--- config.mk ---
export PLATFORM = sky130hd
export DESIGN_NAME = store_unit
export DESIGN_NICKNAME = d
export VERILOG_FILES = /design/src/rtl/store_unit.sv
export SDC_FILE = /design/constraint.sdc
export NUM_CORES = 1
export LEC_CHECK = 0
export BUFFER_PORTS_ARGS = -buffer_cell sky130_fd_sc_hd__clkbuf_2
export CAP_MARGIN = 20
export CORE_UTILIZATION = 51
export CTS_CLUSTER_DIAMETER = 100
export DETAILED_ROUTE_END_ITERATION = 7
export PLACE_DENSITY_LB_ADDON = 0.3
export SLEW_MARGIN = 20
export SYNTH_ARGS = -nofsm -noshare
export SYNTH_HDL_FRONTEND = slang
export SYNTH_SLANG_ARGS = --single-unit
--- constraint.sdc ---
create_clock -name clk -period 2.8 [get_ports clk]
set_input_delay 0 -clock clk [delete_from_list [all_inputs] [get_ports clk]]
set_output_delay 0 -clock clk [all_outputs]
set_load 0.1 [all_outputs]
--- src/rtl/store_unit.sv ---
// Store unit: word-aligned memory write beats with byte strobes.
// Define STORE_SPLIT_EN to split boundary-crossing stores into two beats.
module store_unit #(
  parameter int ADDR_W = 32
) (
  input  logic              clk,
  input  logic              rst,
  input  logic              req_valid,
  output logic              req_ready,
  input  logic [ADDR_W-1:0] req_addr,
  input  logic [31:0]       req_data,
  input  logic [1:0]        req_size,
  output logic              mem_wvalid,
  input  logic              mem_wready,
  output logic [ADDR_W-1:0] mem_waddr,
  output logic [31:0]       mem_wdata,
  output logic [3:0]        mem_wstrb,
  output logic              done,
  output logic              fault,
  output logic              busy
);

  typedef enum logic [1:0] {
    IDLE,
    BEAT0,
    BEAT1
  } state_t;

  state_t            r_state;
  logic              r_wvalid;
  logic [ADDR_W-1:0] r_waddr;
  logic [31:0]       r_wdata;
  logic [3:0]        r_wstrb;
  logic              r_done;
  logic              r_fault;
  logic              r_split;
  logic [31:0]       r_b1_wdata;
  logic [3:0]        r_b1_wstrb;

  logic [1:0]        w_off;
  logic [3:0]        w_mask;
  logic [6:0]        w_wide;
  logic              w_split;
  logic              w_illegal;
  logic              w_accept;
  logic [31:0]       w_bmask;
  logic [63:0]       w_sh;

  assign w_off = req_addr[1:0];

  always_comb begin
    w_mask = 4'b0000;
    case (req_size)
      2'b00:   w_mask = 4'b0001;
      2'b01:   w_mask = 4'b0011;
      2'b10:   w_mask = 4'b1111;
      default: w_mask = 4'b0000;
    endcase
  end

  assign w_wide  = {3'b000, w_mask} << w_off;
  assign w_split = |w_wide[6:4];

  // Zero the unused bytes before lane shifting so idle lanes stay 0
  assign w_bmask = {{8{w_mask[3]}}, {8{w_mask[2]}},
                    {8{w_mask[1]}}, {8{w_mask[0]}}};
  assign w_sh    = {32'b0, req_data & w_bmask} << {w_off, 3'b000};

`ifdef STORE_SPLIT_EN
  assign w_illegal = (req_size == 2'b11);
`else
  assign w_illegal = (req_size == 2'b11) || w_split;
`endif

  assign req_ready = (r_state == IDLE) && !rst;
  assign w_accept  = req_valid && req_ready;

  always_ff @(posedge clk) begin
    if (rst) begin
      r_state    <= IDLE;
      r_wvalid   <= 1'b0;
      r_waddr    <= '0;
      r_wdata    <= '0;
      r_wstrb    <= '0;
      r_done     <= 1'b0;
      r_fault    <= 1'b0;
      r_split    <= 1'b0;
      r_b1_wdata <= '0;
      r_b1_wstrb <= '0;
    end else begin
      r_done  <= 1'b0;
      r_fault <= 1'b0;
      unique case (r_state)
        IDLE: begin
          if (w_accept) begin
            if (w_illegal) begin
              r_fault <= 1'b1;
            end else begin
              r_state    <= BEAT0;
              r_wvalid   <= 1'b1;
              r_waddr    <= {req_addr[ADDR_W-1:2], 2'b00};
              r_wdata    <= w_sh[31:0];
              r_wstrb    <= w_wide[3:0];
              r_split    <= w_split;
              r_b1_wdata <= w_sh[63:32];
              r_b1_wstrb <= {1'b0, w_wide[6:4]};
            end
          end
        end
        BEAT0: begin
          if (mem_wready) begin
`ifdef STORE_SPLIT_EN
            if (r_split) begin
              r_state <= BEAT1;
              r_waddr <= r_waddr + ADDR_W'(4);
              r_wdata <= r_b1_wdata;
              r_wstrb <= r_b1_wstrb;
            end else begin
              r_state  <= IDLE;
              r_wvalid <= 1'b0;
              r_waddr  <= '0;
              r_wdata  <= '0;
              r_wstrb  <= '0;
              r_done   <= 1'b1;
            end
`else
            r_state  <= IDLE;
            r_wvalid <= 1'b0;
            r_waddr  <= '0;
            r_wdata  <= '0;
            r_wstrb  <= '0;
            r_done   <= 1'b1;
`endif
          end
        end
        BEAT1: begin
          if (mem_wready) begin
            r_state  <= IDLE;
            r_wvalid <= 1'b0;
            r_waddr  <= '0;
            r_wdata  <= '0;
            r_wstrb  <= '0;
            r_done   <= 1'b1;
          end
        end
        default: begin
          r_state  <= IDLE;
          r_wvalid <= 1'b0;
        end
      endcase
    end
  end

  assign mem_wvalid = r_wvalid;
  assign mem_waddr  = r_waddr;
  assign mem_wdata  = r_wdata;
  assign mem_wstrb  = r_wstrb;
  assign done       = r_done;
  assign fault      = r_fault;
  assign busy       = (r_state != IDLE);

endmodule

==> flow_metrics.py, run 1 <==
metrics = {
    "outcome": {
        "status": "finished, final reports clean",
    },
    "min_path": {
        "hold_end": "mem_wdata[23]",
        "hold_path.startpoint": "req_data[23]",
        "whs_path_depth": 4,
        "min_path_type": "in -> reg",
    },
    "synthesis": {
        "synth_area_leaders": "dfxtp_1, nand3_1, o21ai_0, nand2b_1, o31ai_2",
        "syn-mean-instance-area_um2": 8.817,
        "yosysWarningCount": 0,
        "synth_cells": 362,
        "yosysSeqAreaShare_pct": 43.28,
        "synth_area_leader_cell": "dfxtp_1",
        "synth_top_area_share_pct": 43.28,
        "synthesis.area_um2": 3192,
        "synthDistinctLibCells": 40,
        "ys_seq_elements": 69,
    },
    "cells_and_area": {
        "antenna_cells": 0,
        "syn_to_final_growth_pct": 39.75,
        "layout-drive-gt1-share_pct": 32.95,
        "layout.nets": 594,
        "fillCellCount": 461,
    },
    "clock_network": {
        "cts_setup_buffers": 0,
        "cts.reportedPaths.clkPinSlew_ns": 0.08,
        "cts_buffers": 9,
        "cts_tree": "built",
        "insertion_delay_ns": 0.33,
        "ctsHtreeMaxLevel": 3,
        "cts-resized-gates": 0,
        "cts.path.max_buffers": 2,
        "cts_num_sinks": 69,
        "cts_hold_buf": 40,
        "clockRootBuffer": "clkbuf_8",
    },
    "pwr": {
        "p_per_area_nw_per_um2": 564.3,
        "total_power_w": 0.002517,
        "leakagePower_nw": 1.935,
        "vdd_ir_drop_max_mv": 0.4423,
    },
    "sta": {
        "slew_headroom_pct": 48.74,
        "clock_skew_ns": 0.005786,
        "setup_viol": 0,
        "tns_ns": 0,
        "period_needed_ns": 1.580,
        "max_freq_mhz": 632.8,
        "finalMaxSlewViolations": 0,
        "fin_crit_sh_pct": 56.44,
        "hold_violations": 0,
        "tightest_slew_ns": 0.7689,
        "rsz0062_at_grt": "false",
    },
    "route": {
        "dr.pass1.iters": 4,
        "viasPerCell": 5.475,
        "antenna_left": 0,
        "drc": 0,
        "wl_per_cell_um": 14.94,
        "drt_wl_total_um": 8964,
        "drtIter0Drc": 201,
        "via_count": 3285,
    },
    "grt": {
        "grt_pass1_vias": 3056,
        "antenna_found_initial": 0,
        "grt_max_degree": 99,
        "overflow": 0,
        "grt_pass1_wl_um": 13940,
        "grt_use_total_pct": 27.93,
    },
    "setup_path": {
        "worst_setup_path_end_kind": "register",
        "worstPathCellList": "a21oi_4, buf_12, nand3_1, o21ai_1",
        "r2r_start": "mem_wvalid",
        "ff2ff_path_depth": 4,
        "start_kind": "register",
        "r2r_end": "mem_wdata[29]",
        "r2r_slack_ns": 1.22,
        "crit_required_ns": 3.06,
        "crit_type": "reg -> reg",
        "cp_slowest_cell": "a21oi_4",
        "arrival_ns": 1.84,
        "cp_max_fo": 47,
        "critPathMaxStageDelay_ns": 0.53,
    },
    "die": {
        "rows": 28,
        "dieArea_um2": 6579,
        "io-pin-count": 143,
        "die_x_um": 81.11,
        "dieHeight_um": 81.11,
        "core_um2": 5991,
        "start_util_pct": 53.28,
    },
    "placed_design": {
        "portBuffers": 140,
        "gp_congestion": 0.8772,
        "dp_hpwl_um": 5776,
    },
    "flow_run": {
        "maxCapViolations": 0,
    },
}
==> worst max path at each step <==
| stage | from | endpoint | slack [ns] | cells past startpoint |
|---|---|---|---|---|
| finish | mem_wvalid | mem_wdata[29] | 1.22 | 4 |
| global route | req_addr[0] | mem_wdata[27] | 1.08 | 5 |
| CTS | mem_wvalid | mem_wdata[14] | 1.23 | 4 |
| detailed placement | req_size[0] | mem_wdata[14] | 0.99 | 8 |
| global placement | req_addr[0] | mem_wdata[27] | 1.09 | 5 |
| floorplan | mem_wvalid | req_ready | 0.65 | 1 |
==> registers in the layout, summed over array words and instances, names as in the netlist <==
signal	count
done	1
fault	1
mem_waddr	30
mem_wdata	32
mem_wstrb	4
mem_wvalid	1
==> Yosys cell counts (all sizes together) <==
cell type	number
dfxtp	69
nand3	66
o21ai	57
nand2b	32
buf	22
clkbuf	15
a21oi	11
nand2	11
nor3b	9
o31ai	9
a22oi	8
mux2i	8
o22a	8
a32o	7
nor2	6
ha	4
inv	3
nor2b	3
nand3b	2
a21o	1
and2	1
clkinv	1
conb	1
mux2	1
nor3	1
o2111ai	1
o211ai	1
o21bai	1
o31a	1
o41ai	1
or2	1
==> through the flow <==
step / util [%] / setup slack, ns / hold WS [ns] / area, um2 / instances
2_1_floorplan: - / 0.6538 / 0.1227 / 3196 / 363
3_3_place_gp: 64.33 / 1.085 / 0.2398 / 3854 / 544
3_5_place_dp: 64.33 / 0.9913 / 0.2487 / 3854 / 544
4_1_cts: 74.46 / 1.230 / 0.1013 / 4461 / 600
5_1_grt: 74.46 / 1.080 / 0.1260 / 4461 / 600
6_report: 74.46 / 1.220 / 0.1027 / 4461 / 600
==> placed cells by master (no fill, tap or decap), types with 2 or more instances in the layout <==
| master | instances |
|---|---|
| clkbuf_8 | 9 |
| bufinv_16 | 2 |
| nand2_1 | 11 |
| o21ai_0 | 56 |
| o22a_1 | 8 |
| conb_1 | 2 |
| clkbuf_2 | 140 |
| a21oi_1 | 9 |
| nor3b_1 | 8 |
| inv_1 | 3 |
| nand2b_1 | 31 |
| clkbuf_1 | 2 |
| nor2b_1 | 3 |
| o31ai_2 | 8 |
| buf_12 | 2 |
| a22oi_1 | 8 |
| ha_1 | 4 |
| dlygate4sd3_1 | 40 |
| nand3_1 | 66 |
| nand3b_1 | 2 |
| clkinv_2 | 3 |
| a32o_1 | 7 |
| dfxtp_1 | 69 |
| nor2_1 | 6 |
| mux2i_1 | 8 |
==> layout make-up <==
class	instances	area, um2	share of cell area, %
Inverter	4	15.01	0.3366
Clock inverter	5	75.07	1.683
Multi-Input combinational cell	253	1615	36.21
Tap cell	75	93.84	2.104
Clock buffer	11	131.4	2.945
Sequential cell	69	1381	30.97
Timing Repair Buffer	183	1149	25.75
==> layer usage <==
layer  part of all wire, %  track usage [%]
met4                   2.1            15.36
met1                    40            31.86
met5                     0                0
met2                    50            47.98
met3                   7.9            6.404
==> worst max-delay path: cells and delay by family, from the launching register on <==
| family | cells | cell delay, ns |
|---|---|---|
| buf+inv | 1 | 0.30 |
| simple gates | 1 | 0.13 |
| compound gates | 2 | 0.64 |
| flops | 1 | 0.42 |
==> cells by family after synthesis <==
kind of cell / synth area share (%)
AO/OA/AOI/OAI: 22.15
flip-flops: 43.28
AND/OR/NAND/NOR: 23.09
adder cells (fa/ha/maj): 1.568
multiplexers: 2.862
other: 0.1175
buffers and inverters: 6.938
==> power breakdown <==
group          internal [W]  total (W)  switching [W]
registers           0.00101    0.00103      0.0000199
clock network      0.000498   0.000859       0.000361
logic              0.000170   0.000624       0.000454
total               0.00168    0.00252       0.000835
(Power assumes the default switching activity.)
==> run 2: changes to the inputs <==
--- a/config.mk
+++ b/config.mk
@@ -7,7 +7,7 @@
 export LEC_CHECK = 0
 export BUFFER_PORTS_ARGS = -buffer_cell sky130_fd_sc_hd__clkbuf_2
 export CAP_MARGIN = 20
-export CORE_UTILIZATION = 51
+export CORE_UTILIZATION = 43
 export CTS_CLUSTER_DIAMETER = 100
 export DETAILED_ROUTE_END_ITERATION = 7
 export PLACE_DENSITY_LB_ADDON = 0.3
==> constraint.sdc (replaced) <==
create_clock -name clk -period 1.3 [get_ports clk]
set_input_delay 0 -clock clk [delete_from_list [all_inputs] [get_ports clk]]
set_output_delay 0 -clock clk [all_outputs]
set_load 0.1 [all_outputs]
==> run 2 against run 1 <==
Net effect:
- the run now ends with negative setup slack left
- clock power rose by 100%
- cell count rose by 10%
- combinational power rose to 2.8 times the previous value
- power rose by 130%
- die area rose by 18%
- fmax rose by 9.6%
- clock skew rose by 0.0045 ns
- critical endpoint is now mem_wdata[13]
- highest routed layer unchanged
==> flow_metrics.py, run 2 (synthesized netlist as in run 1, its figures left out) <==
metrics = {
    "outcome": {
        "status": "finished with violations",
        "violations": "negative setup slack",
    },
    "clock_network": {
        "cts_tree": "built",
        "clockRootBuffer": "clkbuf_8",
        "cts.reportedPaths.clkPinSlew_ns": 0.08,
        "cts_buffers": 9,
        "ctsHtreeMaxLevel": 3,
        "cts_num_sinks": 69,
        "cts.path.max_buffers": 2,
        "insertion_delay_ns": 0.35,
    },
    "min_path": {
        "min_path_type": "in -> reg",
        "hold_end": "fault",
        "whs_path_depth": 3,
        "hold_path.startpoint": "rst",
    },
    "die": {
        "io-pin-count": 143,
        "core_um2": 7214,
        "rows": 31,
        "dieArea_um2": 7771,
        "dieHeight_um": 88.16,
        "die_x_um": 88.16,
        "start_util_pct": 44.24,
    },
    "placed_design": {
        "portBuffers": 140,
        "dp_slack_ns": -0.2653,
        "postPlaceCellArea_um2": 4333,
        "gp_congestion": 0.8494,
        "dp_hpwl_um": 6291,
    },
    "route": {
        "antenna_left": 0,
        "drtIter0Drc": 154,
        "drt_wl_total_um": 11160,
        "via_count": 3575,
        "wl_per_cell_um": 16.88,
        "viasPerCell": 5.408,
        "dr.pass1.iters": 5,
        "drc": 0,
    },
    "setup_path": {
        "r2r_slack_ns": -0.14,
        "cp_slowest_cell": "dfxtp_4",
        "crit_type": "reg -> reg",
        "r2r_end": "mem_wdata[13]",
        "arrival_ns": 1.67,
        "worst_setup_path_end_kind": "register",
        "worstPathCellList": "nor3b_4, o2111ai_4, buf_12, buf_12, nand3_2, o31ai_4",
        "crit_required_ns": 1.53,
        "r2r_start": "mem_wvalid",
        "ff2ff_path_depth": 6,
        "cp_max_fo": 8,
        "crit_path_frequent_cell": "buf_12",
        "start_kind": "register",
        "critPathMaxStageDelay_ns": 0.36,
    },
    "pwr": {
        "internal-power_w": 0.003699,
        "vdd_ir_drop_max_mv": 0.8126,
        "power_frac_seq_pct": 39.0,
        "clkPwrFrac_pct": 30.8,
        "p_sw_w": 0.002025,
        "p_per_area_nw_per_um2": 1039,
        "leakagePower_nw": 2.273,
        "p_comb_share_pct": 30.1,
        "netSwitchingFraction_pct": 35.37,
    },
    "sta": {
        "finalMaxSlewViolations": 0,
        "slew_headroom_pct": 59.10,
        "whs_ns": 0.02533,
        "period_needed_ns": 1.442,
        "clock_skew_ns": 0.01026,
        "final.setup.worst_slack_ns": -0.1418,
        "tightest_slew_ns": 0.6123,
        "tns_ns": -6.138,
        "hold_violations": 0,
        "setup_viol": 66,
        "fin_crit_sh_pct": 110.9,
        "rsz0062_at_grt": "true",
        "max_freq_mhz": 693.6,
    },
    "cells_and_area": {
        "final_cell_area_um2": 5508,
        "syn_to_final_growth_pct": 72.56,
        "antenna_cells": 0,
        "final_cell_mix": "clkbuf_2, dfxtp_1, nand3_2",
        "layout.nets": 631,
        "largest_reg_flops": 32,
        "layout-drive-gt1-share_pct": 50.36,
        "final_common_cell": "clkbuf_2",
        "fin_util_pct": 76.34,
    },
    "grt": {
        "grt_max_degree": 37,
        "overflow": 0,
        "grt_pass1_vias": 3489,
        "grt_pass1_wl_um": 16600,
        "antenna_found_initial": 0,
        "grt_use_total_pct": 28.17,
    },
    "flow_run": {
        "maxCapViolations": 0,
    },
}
## run 2: cell count changes in the layout (fill, tap and decap cells not counted), moves of 7 or more
cell / change
nand3_2: +56
o21ai_1: +46
o21ai_0: -55
buf_16: +8
nand3_1: -61
o21ai_2: +9
buf_4: +20
buf_12: +7
## run 2: per-layer routing
layer,share of wire (%),track usage (%)
met1,40,33.57
met2,51,47.50
met3,7.0,5.844
met4,2.6,15.40
met5,0,0
## run 2: power groups by stage
stage	Sequential, W	Clock, W	Combinational [W]
after CTS	0.00223	0.00176	0.00164
after detailed placement	0.00228	0	0.00139
final	0.00223	0.00176	0.00173
after floorplan	0.00279	0	0.000523
after global routing	0.00224	0.00187	0.00180
after global placement	0.00228	0	0.00138
## run 2: worst max path at each step
stage / start / end / slack [ns] / cells after the start
floorplan: mem_wvalid / mem_wdata[10] / -0.15 / 6
global placement: req_size[0] / mem_waddr[5] / -0.20 / 7
detailed placement: req_size[0] / mem_waddr[7] / -0.27 / 8
CTS: mem_wvalid / mem_wdata[13] / -0.11 / 6
global route: mem_wvalid / mem_waddr[15] / -0.18 / 6
finish: mem_wvalid / mem_wdata[13] / -0.14 / 6
## run 2: layout make-up
cell class                 count  area (um2)
fill                         492        1707
tap                           99       123.9
sequential                    69        1385
multi-input combinational    253        2051
clock buffer                  12       145.1
timing repair buffer         220        1740
inverter                       4       15.01
clock inverter                 4       47.55
## run 2: per-stage QoR
stage | cells | power [W]
after CTS | 658 | 0.005634
final | 661 | 0.005724
after global placement | 591 | 0.003655
after detailed placement | 591 | 0.003668
after floorplan | 363 | 0.003313
after global routing | 661 | 0.005914
## run 2: timing repair
item	CTS	global route
resized for setup	52	16
pin swaps	28	13
gates cloned	7	3
setup endpoints to repair	54	66
hold buffers	41	0
buffers inserted	3	0
hold endpoints to repair	40	0
## run 2: critical path: cells and delay by family (launching register included)
kind | cells | cell delay, ns
buffers and inverters | 2 | 0.36
and+or+nand+nor | 2 | 0.32
AOI/OAI and AO/OA | 2 | 0.28
DFF | 1 | 0.36
